`src/rtl/router_ingress_if.sv`:
```
// Byte-stream bundle between the packet source, the ingress stage and the output FIFO.
interface router_ingress_if;
   logic [7:0] data_in;
   logic       pkt_valid;
   logic       fifo_full;
   logic       fifo_empty;
   logic       write_enb;
   logic [7:0] data_out;
   logic       lfd_state;
   logic       busy;
   logic       parity_done;
   logic       err;
   logic       len_err;

   // Source and FIFO side (drives the stream, observes the strobes)
   modport master (
      output data_in, pkt_valid, fifo_full, fifo_empty,
      input  write_enb, data_out, lfd_state, busy, parity_done, err, len_err
   );

   // Ingress stage side
   modport slave (
      input  data_in, pkt_valid, fifo_full, fifo_empty,
      output write_enb, data_out, lfd_state, busy, parity_done, err, len_err
   );
endinterface

```
`src/rtl/router_ingress.sv`:
```
// Router ingress stage: takes header/payload/parity bytes from the source, feeds the
// output FIFO through a one-entry hold register, checks parity and packet length.
module router_ingress #(
   parameter bit WAIT_EMPTY_EN = 1'b1
) (
   input logic             i_clock,
   input logic             i_reset,
   input logic             i_soft_reset,
   router_ingress_if.slave io_bus
);

   typedef enum logic [2:0] {
      StIdle      = 3'd0,
      StWaitEmpty = 3'd1,
      StPayload   = 3'd2,
      StParity    = 3'd3,
      StDrain     = 3'd4
   } state_t;

   state_t     r_state;
   logic [7:0] r_hold_data;
   logic       r_hold_lfd;
   logic       r_hold_valid;
   logic [7:0] r_parity;
   logic [5:0] r_remaining;
   logic       r_err;
   logic       r_len_err;
   logic       r_parity_done;

   logic w_busy;
   logic w_write;
   logic w_load;

   // Handshake decode: throttle, FIFO strobe and byte capture
   always_comb begin
      w_busy  = (r_state == StWaitEmpty) | (r_state == StDrain) |
                (r_hold_valid & io_bus.fifo_full);
      // A soft reset discards the held byte, so it must not reach the FIFO that cycle
      w_write = r_hold_valid & ~io_bus.fifo_full & (r_state != StWaitEmpty) & ~i_soft_reset;
      w_load  = 1'b0;
      if (!i_soft_reset && !w_busy) begin
         case (r_state)
            StIdle:    w_load = io_bus.pkt_valid;
            StPayload: w_load = 1'b1;  // low pkt_valid here is an early parity byte
            StParity:  w_load = 1'b1;
            default:   w_load = 1'b0;
         endcase
      end
   end

   // Packet FSM, hold register and parity/length checking
   always_ff @(posedge i_clock or posedge i_reset) begin
      if (i_reset) begin
         r_state       <= StIdle;
         r_hold_data   <= 8'h00;
         r_hold_lfd    <= 1'b0;
         r_hold_valid  <= 1'b0;
         r_parity      <= 8'h00;
         r_remaining   <= 6'd0;
         r_err         <= 1'b0;
         r_len_err     <= 1'b0;
         r_parity_done <= 1'b0;
      end else if (i_soft_reset) begin
         r_state       <= StIdle;
         r_hold_valid  <= 1'b0;
         r_parity      <= 8'h00;
         r_remaining   <= 6'd0;
         r_err         <= 1'b0;
         r_len_err     <= 1'b0;
         r_parity_done <= 1'b0;
      end else begin
         r_parity_done <= 1'b0;

         // A write and a new capture may coincide; the capture wins the valid bit
         if (w_load) begin
            r_hold_data  <= io_bus.data_in;
            r_hold_lfd   <= (r_state == StIdle);
            r_hold_valid <= 1'b1;
         end else if (w_write) begin
            r_hold_valid <= 1'b0;
         end

         case (r_state)
            StIdle: begin
               if (w_load) begin
                  r_parity    <= io_bus.data_in;
                  r_remaining <= io_bus.data_in[7:2];
                  r_err       <= 1'b0;
                  r_len_err   <= 1'b0;
                  if (WAIT_EMPTY_EN && !io_bus.fifo_empty) begin
                     r_state <= StWaitEmpty;
                  end else if (io_bus.data_in[7:2] != 6'd0) begin
                     r_state <= StPayload;
                  end else begin
                     r_state <= StParity;
                  end
               end
            end
            StWaitEmpty: begin
               if (io_bus.fifo_empty) begin
                  r_state <= (r_remaining != 6'd0) ? StPayload : StParity;
               end
            end
            StPayload: begin
               if (w_load) begin
                  if (io_bus.pkt_valid) begin
                     r_parity    <= r_parity ^ io_bus.data_in;
                     r_remaining <= r_remaining - 6'd1;
                     if (r_remaining == 6'd1) begin
                        r_state <= StParity;
                     end
                  end else begin
                     r_err     <= (io_bus.data_in != r_parity);
                     r_len_err <= 1'b1;
                     r_state   <= StDrain;
                  end
               end
            end
            StParity: begin
               if (w_load) begin
                  r_err <= (io_bus.data_in != r_parity);
                  if (io_bus.pkt_valid) begin
                     r_len_err <= 1'b1;  // source still claims payload: packet too long
                  end
                  r_state <= StDrain;
               end
            end
            StDrain: begin
               if (!r_hold_valid) begin
                  r_parity_done <= 1'b1;
                  r_state       <= StIdle;
               end
            end
            default: r_state <= StIdle;
         endcase
      end
   end

   assign io_bus.write_enb   = w_write;
   assign io_bus.data_out    = r_hold_data;
   assign io_bus.lfd_state   = r_hold_lfd;
   assign io_bus.busy        = w_busy;
   assign io_bus.parity_done = r_parity_done;
   assign io_bus.err         = r_err;
   assign io_bus.len_err     = r_len_err;

endmodule

```
`src/flat_wrapper.sv`:
```
// flat-port wrapper written by rule: the top's interface ports become plain ports
module router_ingress_flat 
#(
   parameter bit WAIT_EMPTY_EN = 1'b1
)
  (i_clock, i_reset, i_soft_reset, io_bus_data_in, io_bus_pkt_valid, io_bus_fifo_full, io_bus_fifo_empty, io_bus_write_enb, io_bus_data_out, io_bus_lfd_state, io_bus_busy, io_bus_parity_done, io_bus_err, io_bus_len_err);
  router_ingress_if io_bus_i ();
  input logic i_clock;
  input logic i_reset;
  input logic i_soft_reset;
  input wire logic [$bits(io_bus_i.data_in)-1:0] io_bus_data_in;
  input wire logic [$bits(io_bus_i.pkt_valid)-1:0] io_bus_pkt_valid;
  input wire logic [$bits(io_bus_i.fifo_full)-1:0] io_bus_fifo_full;
  input wire logic [$bits(io_bus_i.fifo_empty)-1:0] io_bus_fifo_empty;
  output wire logic [$bits(io_bus_i.write_enb)-1:0] io_bus_write_enb;
  output wire logic [$bits(io_bus_i.data_out)-1:0] io_bus_data_out;
  output wire logic [$bits(io_bus_i.lfd_state)-1:0] io_bus_lfd_state;
  output wire logic [$bits(io_bus_i.busy)-1:0] io_bus_busy;
  output wire logic [$bits(io_bus_i.parity_done)-1:0] io_bus_parity_done;
  output wire logic [$bits(io_bus_i.err)-1:0] io_bus_err;
  output wire logic [$bits(io_bus_i.len_err)-1:0] io_bus_len_err;
  assign io_bus_i.data_in = io_bus_data_in;
  assign io_bus_i.pkt_valid = io_bus_pkt_valid;
  assign io_bus_i.fifo_full = io_bus_fifo_full;
  assign io_bus_i.fifo_empty = io_bus_fifo_empty;
  assign io_bus_write_enb = io_bus_i.write_enb;
  assign io_bus_data_out = io_bus_i.data_out;
  assign io_bus_lfd_state = io_bus_i.lfd_state;
  assign io_bus_busy = io_bus_i.busy;
  assign io_bus_parity_done = io_bus_i.parity_done;
  assign io_bus_err = io_bus_i.err;
  assign io_bus_len_err = io_bus_i.len_err;
  router_ingress #(.WAIT_EMPTY_EN(WAIT_EMPTY_EN)) u_core (.i_clock(i_clock), .i_reset(i_reset), .i_soft_reset(i_soft_reset), .io_bus(io_bus_i));
endmodule
```
`config.mk`:
```
export PLATFORM = sky130hd
export DESIGN_NAME = router_ingress_flat
export DESIGN_NICKNAME = d
export VERILOG_FILES = /design/src/rtl/router_ingress_if.sv /design/src/rtl/router_ingress.sv /design/src/flat_wrapper.sv
export SDC_FILE = /design/constraint.sdc
export NUM_CORES = 1
export LEC_CHECK = 0
export BUFFER_PORTS_ARGS = -buffer_cell sky130_fd_sc_hd__clkbuf_2
export CAP_MARGIN = 25
export CORE_UTILIZATION = 35
export CTS_CLUSTER_DIAMETER = 150
export CTS_CLUSTER_SIZE = 16
export DETAILED_ROUTE_END_ITERATION = 10
export MAX_ROUTING_LAYER = met4
export PLACE_DENSITY = 0.59
export SETUP_SLACK_MARGIN = 0.15
export SYNTH_ARGS = -nofsm -noshare
export SYNTH_HDL_FRONTEND = slang
export SYNTH_SLANG_ARGS = --single-unit
```
`constraint.sdc`:
```
create_clock -name i_clock -period 1.56 [get_ports i_clock]
set_input_delay 0.312 -clock i_clock [delete_from_list [all_inputs] [get_ports i_clock]]
set_output_delay 0.312 -clock i_clock [all_outputs]
set_load 0.05 [all_outputs]
```
# Word level (Yosys, flattened, before mapping)

Index checks and enable logic that the tools add are counted.

Logic and storage cells: 92
Flip-flop bits (word level): 30
Output and inout bits: 14

Add/sub/neg operators: 1
Eq/ne operators: 16
Mux-type cells: 42
Bitwise gates (word level): 9
Reduce and logical (&&, ||, !) cells: 15

Operators with widths:

| kind                                                                   | number |
|---|---|
| 8-bit 2-to-1 mux                                                       | 4 |
| 3-bit 2-to-1 mux                                                       | 9 |
| 6-bit 2-to-1 mux                                                       | 4 |
| 1-bit 2-to-1 mux                                                       | 19 |
| 8-bit one-hot mux with 2 select lines                                  | 1 |
| 3-bit != test (second input constant)                                  | 5 |
| 3-bit one-hot mux with 5 select lines                                  | 1 |
| 6-bit one-hot mux with 2 select lines                                  | 1 |
| 6-bit AND reduction                                                    | 2 |
| 6-bit nonzero test                                                     | 2 |
| 3-bit by 2-bit != test with 1-bit output (second input constant)       | 3 |
| 8-bit != test                                                          | 1 |
| 8-bit bitwise XOR                                                      | 1 |
| 3-bit by 2-bit equality test with 1-bit output (second input constant) | 2 |
| 6-bit by 1-bit equality test with 1-bit output (second input constant) | 1 |
| 1-bit one-hot mux with 3 select lines                                  | 2 |
| 3-bit nonzero test                                                     | 2 |
| 6-bit by 1-bit subtractor with 6-bit output (second input constant)    | 1 |
| 5-bit AND reduction                                                    | 1 |
| 1-bit bitwise AND                                                      | 4 |
| 4-bit by 3-bit != test with 1-bit output (second input constant)       | 1 |
| 4-bit AND reduction                                                    | 1 |
| 4-bit nonzero test                                                     | 1 |
| 3-bit by 1-bit equality test with 1-bit output (second input constant) | 1 |
| other kinds (10)                                                       | 13 |

# Longest topological paths before layout

Gate-level depths: netlist of run 1.

Depth in word-level cells: 9
Gate-level depth with buffers: 7
Gate-level depth less buffers: 7

# Worst setup path before layout of run 1

Ideal clock, no wire load.

Path kind: register to output
Start: reg u_core.r_state[1]
End: out io_bus_write_enb
Stages on the path, launching flop included: 4
Arrival: 2.272 ns
Buffers on the path: 1
Data required time: 1.248 ns
Setup slack: -1.024 ns
Cell sequence: dfrtp_1 -> buf_2 -> nor2_1 -> nor4b_1

Cells in the longest elaborated chain, start to end: 3

RTL lines:

| item                                     | RTL line             | source |
|---|---|---|
| start: declaration                       | router_ingress.sv:20 | `state_t r_state;` |
| start signal: assignment                 | router_ingress.sv:54 | `r_state <= StIdle;` |
| start signal: assignment                 | router_ingress.sv:64 | `r_state <= StIdle;` |
| start signal: assignment                 | router_ingress.sv:91 | `r_state <= StWaitEmpty;` |
| 3-bit by 1-bit != test with 1-bit output | router_ingress.sv:39 | `w_write = r_hold_valid & ~io_bus.fifo_full & (r_state != StWaitEmpty) & ~i_soft_reset;` |
| 1-bit bitwise AND (2 in a row)           | router_ingress.sv:39 |  |
| end: declaration                         | flat_wrapper.sv:15   | `output wire logic [$bits(io_bus_i.write_enb)-1:0] io_bus_write_enb;` |

Every way passes these cells.

# Worst setup path after layout of run 1

Start: reg u_core.r_state[0]
End: reg u_core.r_remaining[5]

Cells in the longest elaborated chain, start to end: 8

RTL lines:

| item                                                                                         | RTL line              | source |
|---|---|---|
| 3-bit by 1-bit equality test with 1-bit output / 3-bit equality test (equally long branches) | router_ingress.sv:36  | `w_busy = (r_state == StWaitEmpty) \| (r_state == StDrain) \|` |
| 1-bit OR (2 in a row)                                                                        | router_ingress.sv:36  |  |
| 1-bit zero test                                                                              | router_ingress.sv:41  | `if (!i_soft_reset && !w_busy) begin` |
| 1-bit logical AND                                                                            | router_ingress.sv:41  |  |
| 1-bit 2-to-1 mux                                                                             | router_ingress.sv:41  |  |
| 3-bit by 2-bit != test with 1-bit output (no line)                                           | -                     |  |
| 4-bit AND reduction (no line)                                                                | -                     |  |
| end signal: assignment                                                                       | router_ingress.sv:87  | `r_remaining <= io_bus.data_in[7:2];` |
| end signal: assignment                                                                       | router_ingress.sv:108 | `r_remaining <= r_remaining - 6'd1;` |
| end: declaration                                                                             | router_ingress.sv:25  | `logic [5:0] r_remaining;` |

Several ways; a longest one is shown, not always the timed one.
A chain may end at the register's enable or synchronous reset.

==> metrics.txt, run 1 <==
Yosys warning total 0; final hold violation count 0; Yosys reg bits 30; compound-cell area share of the yosys netlist 17.9%; relative slew slack 73.5%; static power due to leakage 1.22 nW; share of cells above drive strength 1 47.6%; proportion of synthesized flip-flops having asynchronous set or reset 100%; fin crit period 1.67 ns; Largest delay share family, worst path buffers and inverters; synthesized instance count 195; Die Width 72.8 um; worst reg2reg setup slack -0.11 ns; Via Count 1700; number of core rows 25; top-level I/O count 28; wire length per cell 14.1 um; vias per cell 5.03; maximum ir drop on the vdd rail 910 uV; failing checks negative setup slack; Sink Count 30; number of pins exceeding their max-slew limit in the final report 0; simple-gate portion of the synthesized area 20.7%; worst min-delay path class input pin to async pin; critical path capture point type flip-flop; initial antenna violation count 0; Final Worst Setup Slack -0.106 ns; total placed cells including tap cells 320; Starting Density 36.7%; clock buffer count from CTS 5; die height 72.8 um; wire length of the first global-routing pass 8000 um; Syn-to-layout area delta 49.4%; via count of the first global-routing pass 1703; Setup Viol. Count Final 18; clock tree from TritonCTS yes; area inside the core boundary 4790 um^2; number of DRC violations after detailed routing 0; Critical Path Slowest Stage Cell dfrtp_2; crit path launch type flip-flop; worst setup timing slack at the placement stage -0.0823 ns; largest family of logic cells by synthesized area simple AND/OR/NAND/NOR gates; Final Hold Slack 0.0812 ns; Post-synth top flop dfrtp_1; clk slew on worst S/H paths 0.07 ns; CP Cell Sequence buf_4 -> buf_4 -> nor3b_4 -> buf_6 -> nor2_1 -> a41oi_1 -> o22ai_1 -> nor2_1; total die area 5310 um^2; number of enable flip-flop cells after synthesis 0; post-synthesis average cell area 9.01 um^2; largest area contributor in the synthesized netlist dfrtp_1; required time of the worst setup path 1.77 ns; synthesized-area fraction occupied by xor and xnor cells 4.99%; antenna diode count 0; mapped cell area 1760 um^2; count of buffers inserted at the top-level ports 27; net count of the finished layout 287; pin count of the biggest net entering global routing 31; Least-Margin Pin Slew 0.398 ns; gpl congestion 0.832; power density over cell area 1870 nW/um^2; RSZ-0062 raised after global routing yes; final cell area excluding filler cells 2630 um^2; Final HPWL DP 3220 um; Clock Latency Late Sink 0.28 ns; antenna viol nets, final 0; Yosys cell types 40; max_cap viols 0; adder-cell share of the synthesized area 2.14%; aggregate global routing overflow 0; top area cells in the synthesized netlist dfrtp_1, nor2_1, mux2_2, xor2_1, nand2_1; buffers from clock root to sink, at most 2; Final Non-Filler Cells 338; total routing resource utilization after global routing 21.0%; portion of netlist area occupied by mux cells 7.05%; crit path DAT 1.88 ns; TritonRoute pass-1 iters 4; type of the worst setup path flip-flop to flip-flop; period utilization 107%; cell at the root of the clock tree clkbuf_8; largest stage delay on the critical path 0.47 ns; maximum fanout along the worst path 8; Highest Clock Rate 0.600 GHz; sequential share of the synthesized area 42.7%; synthesized netlist net count 212; share of Yosys cell area claimed by the top area cell type 42.7%; status finished, violations left; worst path buffer plus inverter count 3; Iter 0 DRT Violations 81; Setup Skew 0.00518 ns; most instantiated cells after synthesis dfrtp_1, nor2_1, nand2_1; H-Tree Depth 2; wire length reported by the detailed router 4750 um; instance area at placement 2290 um^2
==> per-stage QoR <==
step	setup TNS (ns)	power, mW	utilization, %
floorplan	-0.0491	2.93	-
global placement	-0.0685	3.70	47.8
CTS	-0.967	4.82	53.8
finish	-1.08	4.92	54.8
global route	-2.56	5.24	54.8
detailed placement	-0.162	3.71	47.8
==> final cells by class <==
class                           count  area (um^2)
Clock buffer                        7         86.3
Clock inverter                      1         5.00
Inverter                            5         18.8
Multi-Input combinational cell    147         1060
Timing Repair Buffer               81          612
Tap cell                           67         83.8
Sequential cell                    30          754
Fill cell                         434         2160
==> layout by cell type (no fill, tap or decap), drive strengths merged, types with 3 or more instances in the layout <==
| master | synthesis | routed |
|---|---|---|
| inv | 5 | 5 |
| ha | 3 | 3 |
| nand3 | 8 | 8 |
| dfrtp | 30 | 30 |
| nand2b | 3 | 3 |
| nand2 | 18 | 18 |
| nor4 | 3 | 3 |
| o21ai | 16 | 16 |
| mux2 | 11 | 11 |
| a21oi | 13 | 13 |
| xor2 | 8 | 8 |
| a211oi | 4 | 4 |
| clkbuf | 4 | 32 |
| nor3 | 3 | 3 |
| buf | 9 | 56 |
| a32oi | 4 | 4 |
| nor2 | 30 | 30 |
==> routing by layer <==
metal  vias up  GRT usage (%)  wire length [um]  part of all wire (%)
met5         -              -                 0                     0
met4         0           8.50                97                   2.0
met3        10           4.56               152                   3.2
met2        34           34.0              2250                    47
met1       814           25.5              2250                    47
li1        842              -                 -                     -
==> flip-flops by register name, summed over array words and instances, names as in the netlist <==
name and cells:
u_core.io_bus.data_out 8, u_core.r_parity 8, u_core.r_remaining 6, u_core.r_state 3, u_core.io_bus.err 1, u_core.io_bus.len_err 1
u_core.io_bus.lfd_state 1, u_core.io_bus.parity_done 1, u_core.r_hold_valid 1
==> kinds of logic (layout without fill, tap and decap cells) <==
group,count (synthesis),count (layout)
buf+inv,18,94
xor+xnor,10,10
flops,30,30
compound gates,48,48
simple gates,75,75
fa+ha+maj,3,3
mux,11,11
==> power by group <==
group | switching [mW] | total (mW) | internal, mW
registers | 0.194 | 1.23 | 1.03
clock network | 0.293 | 0.649 | 0.355
logic | 1.69 | 3.05 | 1.36
total | 2.18 | 4.92 | 2.74
==> path summary, 6_finish.rpt <==
kind                                    startpoint                        end  depth (start not counted)
min                                        i_reset  u_core.io_bus.data_out[2]                          3
max in group asynchronous                  i_reset          u_core.r_state[2]                          3
max reg2reg                      u_core.r_state[0]      u_core.r_remaining[5]                          8
min reg2reg                u_core.io_bus.lfd_state    u_core.io_bus.lfd_state                          2
max                              u_core.r_state[0]      u_core.r_remaining[5]                          8
min in group i_clock             io_bus_data_in[1]         u_core.r_parity[1]                          3
==> tightest hold or removal path, delay by kind of cell <==
family / cells / cell delay (ns)
buffers and inverters: 3 / 0.48
==> what timing repair did <==
action,CTS,global route
buffers inserted,7,2
hold endpoints to repair,0,0
cloned,1,0
resized for setup,37,11
setup endpoints to repair,21,29
hold buffers,0,0
pin swaps,15,8
No activity file was read; power rests on OpenSTA's default activity.
==> inputs of run 2 (changes only) <==
--- a/config.mk
+++ b/config.mk
@@ -13,7 +13,9 @@
 export DETAILED_ROUTE_END_ITERATION = 10
 export MAX_ROUTING_LAYER = met4
 export PLACE_DENSITY = 0.59
+export RECOVER_POWER = 25
 export SETUP_SLACK_MARGIN = 0.15
+export SLEW_MARGIN = 0
 export SYNTH_ARGS = -nofsm -noshare
 export SYNTH_HDL_FRONTEND = slang
 export SYNTH_SLANG_ARGS = --single-unit
==> run 2 against run 1 <==
Compared with the run above: the run still ends with negative setup slack left; sequential power barely moved; utilization fell by 0.052 points; register-to-register slack barely moved; wire length barely moved; critical endpoint unchanged; setup slack did not move; clock skew did not move; final cell count did not move.
==> metrics.txt, run 2 (synthesized netlist as in run 1, its figures left out) <==
Highest Clock Rate 0.600 GHz (unchanged); P_int 2.74 mW (about the same); crit path launch type flip-flop; period utilization 107% (unchanged); critical path capture point type flip-flop; wire length of the first global-routing pass 8000 um (unchanged); Starting Density 36.7% (unchanged); most common library cell in the layout ignoring fill and taps buf_4; Clock Latency Late Sink 0.28 ns (about the same); Final HPWL DP 3220 um (unchanged); combinational share of power 61.9% (about the same); static power due to leakage 1.21 nW (about the same); failing checks negative setup slack; TritonRoute pass-1 iters 4 (unchanged); gpl congestion 0.832 (unchanged); top-level I/O count 28 (unchanged); Least-Margin Pin Slew 0.779 ns (+0.382 ns); sequential standard cell area 754 um^2 (unchanged); clock buffer count from CTS 5 (unchanged); Final Worst Setup Slack -0.106 ns (unchanged); net count of the finished layout 287 (unchanged); H-Tree Depth 2 (unchanged); Iter 0 DRT Violations 81 (unchanged); Clk network pwr share 13.2% (about the same); number of DRC violations after detailed routing 0 (unchanged); relative slew slack 48.0% (-25 points); maximum ir drop on the vdd rail 910 uV (about the same); fillers 435 (+0.23%); instance area at placement 2290 um^2 (unchanged); via count of the first global-routing pass 1703 (unchanged); total routing resource utilization after global routing 21.0% (unchanged); final hold violation count 0 (unchanged); die height 72.8 um (unchanged); area inside the core boundary 4790 um^2 (unchanged); wire length per cell 14.1 um (about the same); RSZ-0062 raised after global routing yes; Setup Viol. Count Final 18 (unchanged); Via Count 1700 (unchanged); area of combinational cells with multiple inputs 1060 um^2 (unchanged); status finished, violations left; type of the worst setup path flip-flop to flip-flop; max_cap viols 0 (unchanged); share of cells above drive strength 1 47.6% (unchanged); Setup Skew 0.00518 ns (unchanged); required time of the worst setup path 1.77 ns (about the same); maximum fanout along the worst path 8 (unchanged); Critical Path Slowest Stage Cell dfrtp_2; hold bufs inserted after CTS 0 (unchanged); Syn-to-layout area delta 49.3% (about the same); vias per cell 5.03 (unchanged); clk slew on worst S/H paths 0.07 ns (about the same); number of pins exceeding their max-slew limit in the final report 0 (unchanged); antenna diode count 0 (unchanged); aggregate global routing overflow 0 (unchanged); final cell area excluding filler cells 2620 um^2 (about the same); Die Width 72.8 um (unchanged); total power after layout 4.92 mW (about the same); depth of the most critical reg-to-reg path 8 (unchanged); Final Hold Slack 0.223 ns (+0.142 ns); CP Cell Sequence buf_4 -> buf_4 -> nor3b_4 -> buf_6 -> nor2_1 -> a41oi_1 -> o22ai_1 -> nor2_1; pin count of the biggest net entering global routing 31 (unchanged); Net Sw Frac 44.3% (about the same); fin crit period 1.67 ns (unchanged); commonest cells after routing, fill and taps aside buf_4, dfrtp_1, clkbuf_2, nor2_1, nand2_1; wire length reported by the detailed router 4750 um (about the same); switching power 2.18 mW (unchanged); number of core rows 25 (unchanged); Setup TNS -1.08 ns (+0.000200 ns); total die area 5310 um^2 (unchanged); largest stage delay on the critical path 0.47 ns (about the same); fraction of power consumed by sequential logic 24.9% (about the same); crit path DAT 1.88 ns (about the same); buffers from clock root to sink, at most 2 (unchanged); antenna viol nets, final 0 (unchanged); clock tree from TritonCTS yes; worst min-delay path class input pin to async pin; Sink Count 30 (unchanged); power density over cell area 1880 nW/um^2 (about the same); cell at the root of the clock tree clkbuf_8; count of buffers inserted at the top-level ports 27 (unchanged); post-layout utilization of the core 54.8% (about the same); initial antenna violation count 0 (unchanged)
## run 2: worst paths after layout
check / startpoint / endpoint / slack, ns
max reg2reg: u_core.r_state[0] / u_core.r_remaining[5] / -0.11
min in group i_clock: io_bus_data_in[1] / u_core.r_parity[1] / 0.31
max in group asynchronous: i_reset / u_core.r_state[2] / 0.79
min: i_reset / u_core.io_bus.data_out[2] / 0.22
min reg2reg: u_core.io_bus.lfd_state / u_core.io_bus.lfd_state / 0.50
max: u_core.r_state[0] / u_core.r_remaining[5] / -0.11
## run 2: power by group through the flow
stage | logic [mW] | clock network (mW) | registers, mW
after global routing | 3.27 | 0.709 | 1.26
final | 3.04 | 0.649 | 1.23
after detailed placement | 2.48 | 0 | 1.23
after floorplan | 1.22 | 0 | 1.71
after global placement | 2.48 | 0 | 1.22
after CTS | 2.93 | 0.668 | 1.22
## run 2: final cells by class
cell class / instances / share of cell area, %
multi-input combinational: 147 / 40.6
timing repair buffer: 81 / 23.2
sequential: 30 / 28.8
inverter: 5 / 0.716
clock inverter: 1 / 0.191
clock buffer: 7 / 3.29
tap: 67 / 3.20
## run 2: through the flow
stage,setup slack [ns],cells
after global routing,-0.180,338
after CTS,-0.0965,336
after global placement,-0.0351,320
final,-0.106,338
after detailed placement,-0.0823,320
after floorplan,-0.0175,195
## run 2: routing by layer
metal,up-vias,share of wire (%),global-route usage [%]
li1,842,-,-
met1,814,47,25.5
met2,34,47,34.0
met3,10,3.2,4.56
met4,0,2.0,8.50
met5,-,0,-
## run 2: what timing repair did
action	4_1_cts	5_1_grt
hold endpoints to repair	0	0
setup buffers	7	2
pin swaps	15	8
gates cloned	1	0
setup endpoints to repair	21	29
gates resized for setup	37	11
## run 2: critical path: cells and delay by family (launching register included)
family          cells  cell delay (ns)
compound gates      2             0.27
flops               1             0.47
buf+inv             3             0.49
simple gates        3             0.38
==> inputs of run 3 (changes only) <==
--- a/config.mk
+++ b/config.mk
@@ -7,12 +7,12 @@
 export LEC_CHECK = 0
 export BUFFER_PORTS_ARGS = -buffer_cell sky130_fd_sc_hd__clkbuf_2
 export CAP_MARGIN = 25
-export CORE_UTILIZATION = 35
+export CORE_UTILIZATION = 50
 export CTS_CLUSTER_DIAMETER = 150
 export CTS_CLUSTER_SIZE = 16
 export DETAILED_ROUTE_END_ITERATION = 10
 export MAX_ROUTING_LAYER = met4
-export PLACE_DENSITY = 0.59
+export PLACE_DENSITY = 0.78
 export RECOVER_POWER = 25
 export SETUP_SLACK_MARGIN = 0.15
 export SLEW_MARGIN = 0
==> run 3 against run 2 <==
Compared with the run above: largest cell class unchanged; flip-flop and latch count is the same; cell area grew 2.8%; wire length grew 23%; non-clock buffer count is the same; critical endpoint is now u_core.r_state[0]; setup slack lost 0.11 ns; largest power group unchanged; combinational power grew 15%; hold slack lost 0.045 ns; count of clock-buffer cells in the layout is the same; power grew 8.3%; fmax shrank 6.4%; via count grew 11%; utilization grew 25 points; the run still ends with negative setup slack left.
==> metrics.txt, run 3 (synthesized netlist as in run 1, its figures left out) <==
via count of the first global-routing pass 1704 (+0.059%); type of the worst setup path flip-flop to flip-flop; depth of the most critical reg-to-reg path 6 (-2); Die Width 61.3 um (-16%); crit path DAT 1.99 ns (+0.11 ns); area inside the core boundary 3360 um^2 (-30%); worst reg2reg setup slack -0.22 ns (-0.11 ns); Setup Skew 0.00672 ns (+0.00154 ns); Final HPWL DP 3090 um (-4.2%); fillers 228 (-48%); clock tree from TritonCTS yes; maximum ir drop on the vdd rail 1280 uV (+41%); Setup Viol. Count Final 21 (+3); required time of the worst setup path 1.77 ns (about the same); most common library cell in the layout ignoring fill and taps buf_4; clock buffer count from CTS 5 (unchanged); Sink Count 30 (unchanged); met2 WL 3120 um (+39%); Syn-to-layout area delta 53.4%; wire length per cell 18.5 um (+31%); final cell area excluding filler cells 2700 um^2 (+2.8%); H-Tree Depth 2 (unchanged); power density over cell area 1980 nW/um^2 (+5.4%); RSZ-0062 raised after global routing yes; cell at the root of the clock tree clkbuf_4; fin crit period 1.78 ns (+0.114 ns); source of the worst register-to-register timing path u_core.r_state[0]; max_cap viols 0 (unchanged); count of buffers inserted at the top-level ports 27 (unchanged); largest stage delay on the critical path 0.46 ns (about the same); CP Cell Sequence buf_6 -> nor2b_4 -> o211ai_2 -> a32o_2 -> a31oi_4 -> mux2_4; Starting Density 52.2% (+16 points); maximum fanout along the worst path 5 (-3); period utilization 114% (+7.3 points); number of core rows 21 (-16%); number of DRC violations after detailed routing 0 (unchanged); Least-Margin Pin Slew 0.783 ns (+0.00378 ns); share of cells above drive strength 1 48.9% (+1.3 points); crit path launch type flip-flop; total routing resource utilization after global routing 29.7% (+8.7 points); relative slew slack 47.8% (-0.25 points); Final Worst Setup Slack -0.220 ns (-0.114 ns); status finished, violations left; antenna viol nets, final 0 (unchanged); sequential standard cell area 753 um^2 (-0.17%); Critical Path Slowest Stage Cell dfrtp_2; initial antenna violation count 0 (unchanged); Via Count 1885 (+11%); gpl congestion 0.867 (+4.2%); failing checks negative setup slack; wire length reported by the detailed router 5870 um (+23%); worst min-delay path class input pin to async pin; total die area 3750 um^2 (-29%); buffers from clock root to sink, at most 2 (unchanged); wire length of the first global-routing pass 7630 um (-4.6%); area of combinational cells with multiple inputs 1120 um^2 (+4.8%); final hold violation count 0 (unchanged); antenna diode count 0 (unchanged); critical path capture point type flip-flop; count of cell instances traversed by the critical path 6 (-2); vias per cell 5.93 (+18%); Iter 0 DRT Violations 160 (+98%); die height 61.3 um (-16%); worst path buffer plus inverter count 1 (-2); total power after layout 5.33 mW (+8.3%); clk slew on worst S/H paths 0.10 ns (+0.03 ns); TritonRoute pass-1 iters 5 (+1); pin count of the biggest net entering global routing 31 (unchanged); Highest Clock Rate 0.562 GHz (-6.4%); Max Used Layer met4; net count of the finished layout 288 (+0.35%); aggregate global routing overflow 0 (unchanged); post-layout utilization of the core 80.1% (+25 points); commonest cells after routing, fill and taps aside buf_4, dfrtp_1, clkbuf_2, nor2_1, nand2_1; Clock Latency Late Sink 0.33 ns (+0.05 ns); Detail Route met3 WL 379 um (+150%); static power due to leakage 1.27 nW (+4.2%); Reg2Reg Capture Point u_core.r_state[0]; Largest delay share family, worst path compound AO/OA/AOI/OAI gates; number of pins exceeding their max-slew limit in the final report 0 (unchanged); instance area at placement 2210 um^2 (-3.4%); top-level I/O count 28 (unchanged); routed length on met1 2210 um (-1.9%)
-- run 3: layer usage --
| layer | track usage (%) | vias up |
|---|---|---|
| met1 | 36.1 | 912 |
| li1 | - | 845 |
| met3 | 6.30 | 18 |
| met5 | - | - |
| met4 | 10.1 | 0 |
| met2 | 49.1 | 110 |
-- run 3: how the worst max path moves through the flow --
stage,startpoint,to,slack (ns)
2_1_floorplan,u_core.r_state[0],u_core.r_state[0],-0.02
3_3_place_gp,u_core.r_state[1],u_core.r_remaining[4],-0.04
3_5_place_dp,u_core.r_state[2],u_core.r_state[2],-0.05
4_1_cts,u_core.r_state[2],io_bus_write_enb,-0.12
5_1_grt,u_core.r_state[2],u_core.r_remaining[5],-0.29
6_report,u_core.r_state[0],u_core.r_state[0],-0.22
-- run 3: cell type report --
type                    instances  area share (%)
clock buffers                   7            1.67
multi-input cells             148            41.4
clock inverters                 1            1.11
repair buffers                 81            25.0
well taps                      46            2.14
inverters                       5           0.696
flip-flops and latches         30            27.9
-- run 3: stage by stage --
step,TNS [ns],hold slack (ns),std cells,setup WS [ns]
final,-2.76,0.178,318,-0.220
after global routing,-4.07,0.222,318,-0.290
after floorplan,-0.0491,0.403,195,-0.0175
after CTS,-0.612,0.0267,313,-0.116
after detailed placement,-0.182,0.393,292,-0.0531
after global placement,-0.116,0.384,292,-0.0367
-- run 3: timing repair --
item / CTS / global route
pin swaps: 17 / 9
resized for setup: 36 / 35
hold buffers: 0 / 0
buffers inserted: 11 / 3
endpoints found under the setup margin: 21 / 31
cloned: 2 / 2
-- run 3: tightest hold or removal path, cell delays in order --
cell and delay, ns:
clkbuf_2 0.08, inv_1 0.04, clkbuf_2 0.60
-- run 3: report_power, final --
| part | leakage [nW] | total, mW | switching, mW | internal, mW |
|---|---|---|---|---|
| logic | 0.841 | 3.49 | 1.95 | 1.54 |
| clock network | 0.0395 | 0.615 | 0.276 | 0.340 |
| registers | 0.385 | 1.22 | 0.189 | 1.03 |
